`config.mk`:
```
export PLATFORM = sky130hd
export DESIGN_NAME = led_out_port_flat
export DESIGN_NICKNAME = d
export VERILOG_FILES = /design/src/rtl/io_pkg.sv /design/src/rtl/led_out_port_if.sv /design/src/rtl/led_out_port_tick_gen.sv /design/src/rtl/led_out_port.sv /design/src/flat_wrapper.sv
export SDC_FILE = /design/constraint.sdc
export NUM_CORES = 1
export LEC_CHECK = 0
export ABC_AREA = 1
export BUFFER_PORTS_ARGS = -buffer_cell sky130_fd_sc_hd__buf_2
export CORE_ASPECT_RATIO = 0.5
export CORE_MARGIN = 2
export CORE_UTILIZATION = 55
export DETAILED_ROUTE_END_ITERATION = 8
export PLACE_DENSITY = 0.77
export SYNTH_ARGS = -nofsm -noshare
export SYNTH_HDL_FRONTEND = slang
export SYNTH_SLANG_ARGS = --single-unit
```
`constraint.sdc`:
```
create_clock -name clk -period 1.89 [get_ports clk]
set_clock_uncertainty 0.1 [all_clocks]
set_input_delay 0.0945 -clock clk [delete_from_list [all_inputs] [get_ports clk]]
set_output_delay 0.0945 -clock clk [all_outputs]
set_load 0.05 [all_outputs]
```
`src/rtl/io_pkg.sv`:
```
// Shared constants and types for the memory-mapped LED output port:
// RAM decode addresses, status byte layout and the default frame divider.
package io_pkg;

    localparam logic [15:0] LED_DATA_ADDR    = 16'hFF10;
    localparam logic [15:0] LED_STAT_ADDR    = 16'hFF11;

    localparam int STAT_FRAME       = 7;
    localparam int STAT_PEND        = 6;
    localparam int STAT_OVR_MSB     = 3;
    localparam int STAT_OVR_LSB     = 0;

    localparam int DEFAULT_TICK_DIV = 12_000_000;

    typedef struct packed {
        logic       frame_flag;
        logic       pending;
        logic [1:0] rsvd;
        logic [3:0] overrun;
    } led_status_t;

    // Overrun counter increment that sticks at all-ones instead of wrapping
    function automatic logic [3:0] sat_inc4(input logic [3:0] v);
        return (v == 4'hF) ? 4'hF : (v + 4'h1);
    endfunction

endpackage

```
`src/rtl/led_out_port_if.sv`:
```
// CPU-side bus of the LED output port; master is the RAM decode / CPU,
// slave is the port itself.
interface led_out_port_if;

    logic       wr_en;
    logic [7:0] wr_data;
    logic       frame_ack;
    logic [7:0] leds;
    logic [7:0] status;
    logic       frame_tick;

    modport master (
        output wr_en, wr_data, frame_ack,
        input  leds, status, frame_tick
    );

    modport slave (
        input  wr_en, wr_data, frame_ack,
        output leds, status, frame_tick
    );

endinterface

```
`src/rtl/led_out_port_tick_gen.sv`:
```
// Frame divider: tick_pre flags the last count of a frame, frame_tick is its
// registered one-cycle pulse in the following cycle.
module tick_gen #(
    parameter int TICK_DIV = 12_000_000
) (
    input  logic clk,
    input  logic reset,
    output logic tick_pre,
    output logic frame_tick
);

    localparam int             CW   = $clog2(TICK_DIV);
    localparam logic [CW-1:0]  LAST = CW'(TICK_DIV - 1);

    logic [CW-1:0] cnt_q;
    logic [CW-1:0] cnt_d;
    logic          frame_tick_q;

    // Next count: wrap to zero after the last count of the frame
    always_comb begin
        tick_pre = (cnt_q == LAST);
        if (tick_pre) begin
            cnt_d = {CW{1'b0}};
        end else begin
            cnt_d = cnt_q + {{(CW-1){1'b0}}, 1'b1};
        end
    end

    // Counter and registered tick pulse
    always_ff @(posedge clk) begin
        if (reset) begin
            cnt_q        <= {CW{1'b0}};
            frame_tick_q <= 1'b0;
        end else begin
            cnt_q        <= cnt_d;
            frame_tick_q <= tick_pre;
        end
    end

    assign frame_tick = frame_tick_q;

endmodule

```
`src/rtl/led_out_port.sv`:
```
// LED output port: CPU writes land in a shadow register and are committed to
// the LEDs once per frame; status reports frame flag, pending and overruns.
module led_out_port
    import io_pkg::*;
#(
    parameter int         TICK_DIV  = DEFAULT_TICK_DIV,
    parameter logic [7:0] LED_RESET = 8'h00
) (
    input  logic           clk,
    input  logic           reset,
    led_out_port_if.slave  bus
);

    logic       commit_s;
    logic       frame_tick_s;
    logic       ovr_event_s;

    logic [7:0] leds_q,       leds_d;
    logic [7:0] shadow_q,     shadow_d;
    logic       pending_q,    pending_d;
    logic       frame_flag_q, frame_flag_d;
    logic [3:0] overrun_q,    overrun_d;

    led_status_t status_s;

    tick_gen #(.TICK_DIV(TICK_DIV)) u_tick_gen (
        .clk        (clk),
        .reset      (reset),
        .tick_pre   (commit_s),
        .frame_tick (frame_tick_s)
    );

    // Next-state: a write in the commit cycle bypasses the shadow straight to the LEDs
    always_comb begin
        leds_d       = leds_q;
        shadow_d     = shadow_q;
        pending_d    = pending_q;
        frame_flag_d = frame_flag_q;
        overrun_d    = overrun_q;
        ovr_event_s  = bus.wr_en && pending_q && !commit_s;

        if (bus.wr_en) begin
            shadow_d = bus.wr_data;
        end else begin
            shadow_d = shadow_q;
        end

        if (commit_s) begin
            pending_d    = 1'b0;
            frame_flag_d = 1'b1;
            if (bus.wr_en) begin
                leds_d = bus.wr_data;
            end else if (pending_q) begin
                leds_d = shadow_q;
            end else begin
                leds_d = leds_q;
            end
        end else begin
            pending_d    = bus.wr_en ? 1'b1 : pending_q;
            frame_flag_d = bus.frame_ack ? 1'b0 : frame_flag_q;
            leds_d       = leds_q;
        end

        if (bus.frame_ack) begin
            overrun_d = ovr_event_s ? 4'h1 : 4'h0;
        end else if (ovr_event_s) begin
            overrun_d = sat_inc4(overrun_q);
        end else begin
            overrun_d = overrun_q;
        end
    end

    // Port state registers
    always_ff @(posedge clk) begin
        if (reset) begin
            leds_q       <= LED_RESET;
            shadow_q     <= 8'h00;
            pending_q    <= 1'b0;
            frame_flag_q <= 1'b0;
            overrun_q    <= 4'h0;
        end else begin
            leds_q       <= leds_d;
            shadow_q     <= shadow_d;
            pending_q    <= pending_d;
            frame_flag_q <= frame_flag_d;
            overrun_q    <= overrun_d;
        end
    end

    always_comb begin
        status_s.frame_flag = frame_flag_q;
        status_s.pending    = pending_q;
        status_s.rsvd       = 2'b00;
        status_s.overrun    = overrun_q;
    end

    assign bus.leds       = leds_q;
    assign bus.status     = status_s;
    assign bus.frame_tick = frame_tick_s;

endmodule

```
`src/flat_wrapper.sv`:
```
// flat-port wrapper written by rule: the top's interface ports become plain ports
module led_out_port_flat import io_pkg::*;
#(
    parameter int         TICK_DIV  = DEFAULT_TICK_DIV,
    parameter logic [7:0] LED_RESET = 8'h00
)
  (clk, reset, bus_wr_en, bus_wr_data, bus_frame_ack, bus_leds, bus_status, bus_frame_tick);
  led_out_port_if bus_i ();
  input  logic clk;
  input  logic reset;
  input wire logic [$bits(bus_i.wr_en)-1:0] bus_wr_en;
  input wire logic [$bits(bus_i.wr_data)-1:0] bus_wr_data;
  input wire logic [$bits(bus_i.frame_ack)-1:0] bus_frame_ack;
  output wire logic [$bits(bus_i.leds)-1:0] bus_leds;
  output wire logic [$bits(bus_i.status)-1:0] bus_status;
  output wire logic [$bits(bus_i.frame_tick)-1:0] bus_frame_tick;
  assign bus_i.wr_en = bus_wr_en;
  assign bus_i.wr_data = bus_wr_data;
  assign bus_i.frame_ack = bus_frame_ack;
  assign bus_leds = bus_i.leds;
  assign bus_status = bus_i.status;
  assign bus_frame_tick = bus_i.frame_tick;
  led_out_port #(.TICK_DIV(TICK_DIV), .LED_RESET(LED_RESET)) u_core (.clk(clk), .reset(reset), .bus(bus_i));
endmodule
```
==> results of run 1 <==
Yosys cell counts, drive strengths merged:
cell type | number | share of area (%)
conb | 1 | 0.18
ha | 2 | 1.2
nor2 | 64 | 12
xnor2 | 3 | 1.2
o21ai | 5 | 1.2
clkinv | 1 | 0.18
nand4 | 7 | 2.0
dfxtp | 47 | 44
inv | 29 | 5.1
nor3 | 7 | 1.9
mux2i | 8 | 3.7
a21oi | 17 | 4.0
nand3b | 1 | 0.35
nand2 | 70 | 12
a31oi | 1 | 0.29
xor2 | 4 | 1.6
o211a | 1 | 0.47
buf | 8 | 2.6
nand3 | 18 | 5.0
clkbuf | 1 | 0.18
nor3b | 1 | 0.35
path summary, 6_finish.rpt:
| path | startpoint | to | slack, ps |
|---|---|---|---|
| max | u_core.u_tick_gen.cnt_q[0]$_SDFF_PP0_ | u_core.bus.leds[6]$_SDFFE_PP0P_ | 130 |
| min | reset | u_core.u_tick_gen.frame_tick$_SDFF_PP0_ | 30 |
| max reg2reg | u_core.u_tick_gen.cnt_q[0]$_SDFF_PP0_ | u_core.bus.leds[6]$_SDFFE_PP0P_ | 130 |
| min reg2reg | u_core.u_tick_gen.cnt_q[0]$_SDFF_PP0_ | u_core.u_tick_gen.cnt_q[0]$_SDFF_PP0_ | 360 |
worst reg2reg max path, stage by stage (launching register included):
cell	delay [ps]
sky130_fd_sc_hd__dfxtp_1	370
sky130_fd_sc_hd__ha_1	220
sky130_fd_sc_hd__nand3_2	140
sky130_fd_sc_hd__nor2_4	190
sky130_fd_sc_hd__nand3_4	160
sky130_fd_sc_hd__nor2_4	170
sky130_fd_sc_hd__buf_12	140
sky130_fd_sc_hd__nand2_1	50
sky130_fd_sc_hd__nand2_1	80
sky130_fd_sc_hd__nor2_1	50
registers in the layout (all words and copies together), names as in the netlist:
| register | count |
|---|---|
| u_core.frame_flag_q | 1 |
| u_core.u_tick_gen.frame_tick | 1 |
| u_core.pending_q | 1 |
| u_core.overrun_q | 4 |
| u_core.u_tick_gen.cnt_q | 24 |
| u_core.bus.leds | 8 |
| u_core.shadow_q | 8 |
per-stage QoR:
stage               util (%)  hold slack, ps  total power, W  setup WS [ps]
global route            70.0            51.4         0.00181           12.9
detailed placement      64.2             261         0.00114           67.6
finish                  70.0            31.7         0.00176            127
floorplan                  -            63.6         0.00112            274
global placement        64.2             262         0.00114            176
CTS                     69.2            36.9         0.00176           51.9
power by group through the flow:
stage,clock (W),sequential (W),combinational (W)
5_1_grt,0.000661,0.00102,0.000132
3_5_place_dp,0,0.00104,0.000104
3_3_place_gp,0,0.00104,0.000102
6_report,0.000619,0.00102,0.000120
2_1_floorplan,0,0.00104,0.0000760
4_1_cts,0.000627,0.00102,0.000119
area by class of cell:
class	count	area, µm²	area share (%)
Clock buffer	6	72.6	2.89
Clock inverter	2	16.3	0.648
Inverter	30	113	4.49
Multi-Input combinational cell	211	1030	41.1
Sequential cell	47	941	37.5
Tap cell	51	63.8	2.54
Timing Repair Buffer	40	270	10.8
timing repair:
item,4_1_cts,5_1_grt
endpoints found under the setup margin,0,9
hold buffers,9,0
buffers inserted,0,2
endpoints found under the hold margin,9,0
per-layer routing:
| layer | global-route usage (%) | vias up | wire, µm |
|---|---|---|---|
| met1 | 24.1 | 876 | 2050 |
| met3 | 5.72 | 5 | 272 |
| met2 | 38.8 | 49 | 2080 |
| met5 | 0 | - | 0 |
| li1 | - | 1011 | - |
| met4 | 6.87 | 0 | 41 |
logic make-up (layout without fill, tap and decap cells):
| logic type | Yosys count | count (layout) | synth area share (%) |
|---|---|---|---|
| other | 1 | 2 | 0.175 |
| adder cells (fa/ha/maj) | 2 | 2 | 1.17 |
| AND/OR/NAND/NOR | 168 | 168 | 34.2 |
| multiplexers | 8 | 8 | 3.74 |
| AO/OA/AOI/OAI | 24 | 24 | 5.90 |
| XOR/XNOR | 7 | 7 | 2.86 |
| buffers and inverters | 39 | 78 | 8.06 |
| flip-flops | 47 | 47 | 43.9 |
==> flow_summary.ini, run 1 <==
[setup_path]
critical_path.endpoint_type = flip-flop
timing.critical_path.fanout_max = 15
crit_slowest_cell = sky130_fd_sc_hd__dfxtp_1
crit_path_buf_inv_count = 1
worstSetupPathType = flip-flop to flip-flop
arrival_ps = 1870
max_stage_delay_ps = 370
worst_path_dominant_cell_family = simple AND/OR/NAND/NOR gates
critical_path_rt_ps = 2000
worst-path-stages = 9
critical_path.startpoint_type = flip-flop
cp_cell_sequence = ha_1 -> nand3_2 -> nor2_4 -> nand3_4 -> nor2_4 -> buf_12 -> nand2_1 -> nand2_1 -> nor2_1
reg2reg_depth = 9

[clocking]
cts_tree = built
numCtsBuffers = 5
clk_path_buf_depth = 2
cts_root_buf = sky130_fd_sc_hd__clkbuf_8
worst_setup_hold_path_clk_slew_ps = 90
post_cts.resized_instances = 0
cts_sinks = 47
insertion_delay_ps = 300
clock_tree.htree_level_count = 2

[timing]
grt_setup_unrepaired = false
maxSlewViolCount = 0
final_min_period_over_clock_period_pct = 93.3
final_period_minus_worst_setup_slack_ps = 1760
max_clock_freq_ghz = 0.567
fin_tns_setup_ps = 0
finalHoldViolCount = 0
finalSetupViolations = 0

[final_layout]
syn2layout_area_growth_pct = 17.1
post_layout_nonfiller_instances = 387
antennaDiodeCount = 0
finalInstanceArea_um2 = 2510
mostFrequentLayoutCells = sky130_fd_sc_hd__nand2_1 (70), sky130_fd_sc_hd__nor2_1 (61), sky130_fd_sc_hd__dfxtp_1 (47), sky130_fd_sc_hd__inv_1 (29), sky130_fd_sc_hd__buf_2 (26)
layout-drive-gt1-share_pct = 13.1
nFillCells = 288
layout_commonest_cell = sky130_fd_sc_hd__nand2_1
num-nets-final = 349

[placed_design]
port_buffer_count = 26
finalWeightedCongestion = 0.856
hpwl_um = 3140
cell_count_after_placement = 368
dpl_cell_area_um2 = 2300

[grt]
global_route.usage.total_pct = 20.5
grt_pass1_wl_um = 7040
grt_antenna_before_repair = 0
grt_pass1_vias = 1696
maximum_number_of_pins_on_one_net_before_global_route_repair = 17
residual_overflow_from_global_routing = 0

[synth]
post_synth_instance_area_um2 = 2140
ys_ff_latch = 47
postSynthCellCount = 296
synth-warning-count = 0
synth_area_per_cell_um2 = 7.24
synth.yosys.seq_area_share_pct = 43.9
netlist-cell-type-count = 27

[pwr]
power.net_switching_w = 0.000436
p_clk_share_pct = 35.3
power.static_leakage_nw = 1.04
pwr_density_cell_nw_per_um2 = 700
power.ir.vdd_worst_uv = 409
p_int_w = 0.00132
pwr-share-comb_pct = 6.8
sequentialPowerShare_pct = 57.9
switching_part_of_the_total_power_pct = 24.8

[floorplanning]
fp.dieArea_um2 = 4440
chipHeight_um = 48.1
dieWidth_um = 92.3
initial_util_pct = 59.8
pin_count = 29
std_cell_rows = 15
core-area_um2 = 3580

[drt]
drc = 0
drtPass1Iterations = 4
routed_wire_length_per_instance_um = 11.5
detail_route.vias_per_cell = 5.02
wirelength_um = 4450
count_of_nets_left_with_antenna_violations_after_detail_routing = 0
route.vias.total = 1941
dr.first_iter.drc_count = 85

[hold_path]
min-delay-path-class = primary input to flip-flop
worstHoldPathCells = 2

[job]
cap_violations = 0

[outcome]
run_status = finished, final reports clean
Note: power is estimated with default switching activity, not from simulation.
==> inputs of run 2 (changes only) <==
--- a/config.mk
+++ b/config.mk
@@ -12,6 +12,7 @@
 export CORE_UTILIZATION = 55
 export DETAILED_ROUTE_END_ITERATION = 8
 export PLACE_DENSITY = 0.77
+export RECOVER_POWER = 50
 export SYNTH_ARGS = -nofsm -noshare
 export SYNTH_HDL_FRONTEND = slang
 export SYNTH_SLANG_ARGS = --single-unit
==> flow_summary.ini, run 2 (same netlist as run 1, synthesis figures left out) <==
[final_layout]
layout-drive-gt1-share_pct = 8.63
syn2layout_area_growth_pct = 16.2
num-nets-final = 349
regMostFlops = u_core.u_tick_gen.cnt_q
utilization_pct = 69.5
finalInstanceArea_um2 = 2490
mostFrequentLayoutCells = sky130_fd_sc_hd__nand2_1 (70), sky130_fd_sc_hd__nor2_1 (61), sky130_fd_sc_hd__dfxtp_1 (47), sky130_fd_sc_hd__inv_1 (29), sky130_fd_sc_hd__a21oi_1 (17)
antennaDiodeCount = 0
layout_commonest_cell = sky130_fd_sc_hd__nand2_1
largest_register_ff_count = 24

[clocking]
insertion_delay_ps = 300
cts_root_buf = sky130_fd_sc_hd__clkbuf_8
cts_tree = built
clk_path_buf_depth = 2
cts_sinks = 47
worst_setup_hold_path_clk_slew_ps = 90
clock_tree.htree_level_count = 2
numCtsBuffers = 5

[job]
cap_violations = 0

[floorplanning]
core-area_um2 = 3580
initial_util_pct = 59.8
dieWidth_um = 92.3
std_cell_rows = 15
pin_count = 29
chipHeight_um = 48.1
fp.dieArea_um2 = 4440

[timing]
maxSlewHeadroom_pct = 60.5
max_clock_freq_ghz = 0.567
final_period_minus_worst_setup_slack_ps = 1760
finalSetupViolations = 0
maxSlewViolCount = 0
fin_tns_setup_ps = 0
max_slew.worst_pin.slew_ps = 596
finalHoldViolCount = 0
grt_setup_unrepaired = false
final_min_period_over_clock_period_pct = 93.4

[hold_path]
min-delay-path-class = primary input to flip-flop

[drt]
route.vias.total = 1944
count_of_nets_left_with_antenna_violations_after_detail_routing = 0
detail_route.vias_per_cell = 5.02
dr.first_iter.drc_count = 85
routed_wire_length_per_instance_um = 11.5
wirelength_um = 4450
drc = 0
drtPass1Iterations = 4

[pwr]
power.net_switching_w = 0.000436
p_int_w = 0.00132
p_clk_share_pct = 35.3
switching_part_of_the_total_power_pct = 24.8
power.static_leakage_nw = 0.979
pwr-share-comb_pct = 6.8
sequentialPowerShare_pct = 57.9
power.ir.vdd_worst_uv = 409
pwr_density_cell_nw_per_um2 = 705

[placed_design]
finalWeightedCongestion = 0.856
hpwl_um = 3140
dpl_cell_area_um2 = 2300
port_buffer_count = 26

[setup_path]
timing.critical_path.fanout_max = 15
max_stage_delay_ps = 370
crit_path_buf_inv_count = 1
cp_cell_sequence = ha_1 -> nand3_2 -> nor2_4 -> nand3_4 -> nor2_4 -> buf_12 -> nand2_1 -> nand2_1 -> nor2_1
critical_path_rt_ps = 2000
critical_path.endpoint_type = flip-flop
worst_path_dominant_cell_family = simple AND/OR/NAND/NOR gates
critical_path.startpoint_type = flip-flop
arrival_ps = 1870
crit_slowest_cell = sky130_fd_sc_hd__dfxtp_1
worstSetupPathType = flip-flop to flip-flop

[grt]
grt_antenna_before_repair = 0
residual_overflow_from_global_routing = 0
gr-max-usage-layer = met2
grt_pass1_vias = 1696
global_route.usage.total_pct = 20.5
gr-usage-met2_pct = 38.8
maximum_number_of_pins_on_one_net_before_global_route_repair = 17
grt_util_met3_pct = 5.72
grt_use_met1_pct = 24.1
grt_pass1_wl_um = 7040

[outcome]
run_status = finished, final reports clean
run 2: cell count changes in the layout (fill, tap and decap cells not counted):
| cell | change |
|---|---|
| sky130_fd_sc_hd__buf_2 | -15 |
| sky130_fd_sc_hd__clkbuf_1 | +15 |
run 2: final timing paths:
check                                       endpoint  cells past startpoint                                  start  slack [ps]
max                  u_core.bus.leds[6]$_SDFFE_PP0P_                      9  u_core.u_tick_gen.cnt_q[0]$_SDFF_PP0_         130
min          u_core.u_tick_gen.frame_tick$_SDFF_PP0_                      2                                  reset          30
max reg2reg          u_core.bus.leds[6]$_SDFFE_PP0P_                      9  u_core.u_tick_gen.cnt_q[0]$_SDFF_PP0_         130
min reg2reg    u_core.u_tick_gen.cnt_q[0]$_SDFF_PP0_                      1  u_core.u_tick_gen.cnt_q[0]$_SDFF_PP0_         360
run 2: through the flow:
stage / hold WS [ps] / total power (W) / setup slack, ps / std cells
6_report: 32.3 / 0.00175 / 125 / 387
2_1_floorplan: 63.6 / 0.00112 / 274 / 297
5_1_grt: 51.4 / 0.00181 / 12.9 / 387
3_5_place_dp: 261 / 0.00114 / 67.6 / 368
4_1_cts: 36.9 / 0.00176 / 51.9 / 385
3_3_place_gp: 262 / 0.00114 / 176 / 368
run 2: layer usage:
metal / wire [µm] / vias to the layer above
met4: 41 / 0
met2: 2080 / 44
met5: 0 / -
met3: 241 / 5
met1: 2090 / 883
li1: - / 1012
run 2: final cells by class:
cell class | instances | area [µm²]
clock buffer | 6 | 72.6
clock inverter | 2 | 16.3
fill | 297 | 1090
inverter | 30 | 113
multi-input combinational | 211 | 1030
sequential | 47 | 941
tap | 51 | 63.8
timing repair buffer | 40 | 251
run 2: what timing repair did:
| item | CTS | global route |
|---|---|---|
| hold endpoints to repair | 9 | 0 |
| hold buffers | 9 | 0 |
| setup buffers | 0 | 2 |
| setup endpoints to repair | 0 | 9 |
| gates resized for setup | 0 | 0 |
run 2: power by group through the flow:
stage	combinational, W	clock [W]	sequential (W)
after global routing	0.000131	0.000661	0.00102
after floorplan	0.0000760	0	0.00104
final	0.000119	0.000619	0.00102
after detailed placement	0.000104	0	0.00104
after global placement	0.000102	0	0.00104
after CTS	0.000119	0.000627	0.00102
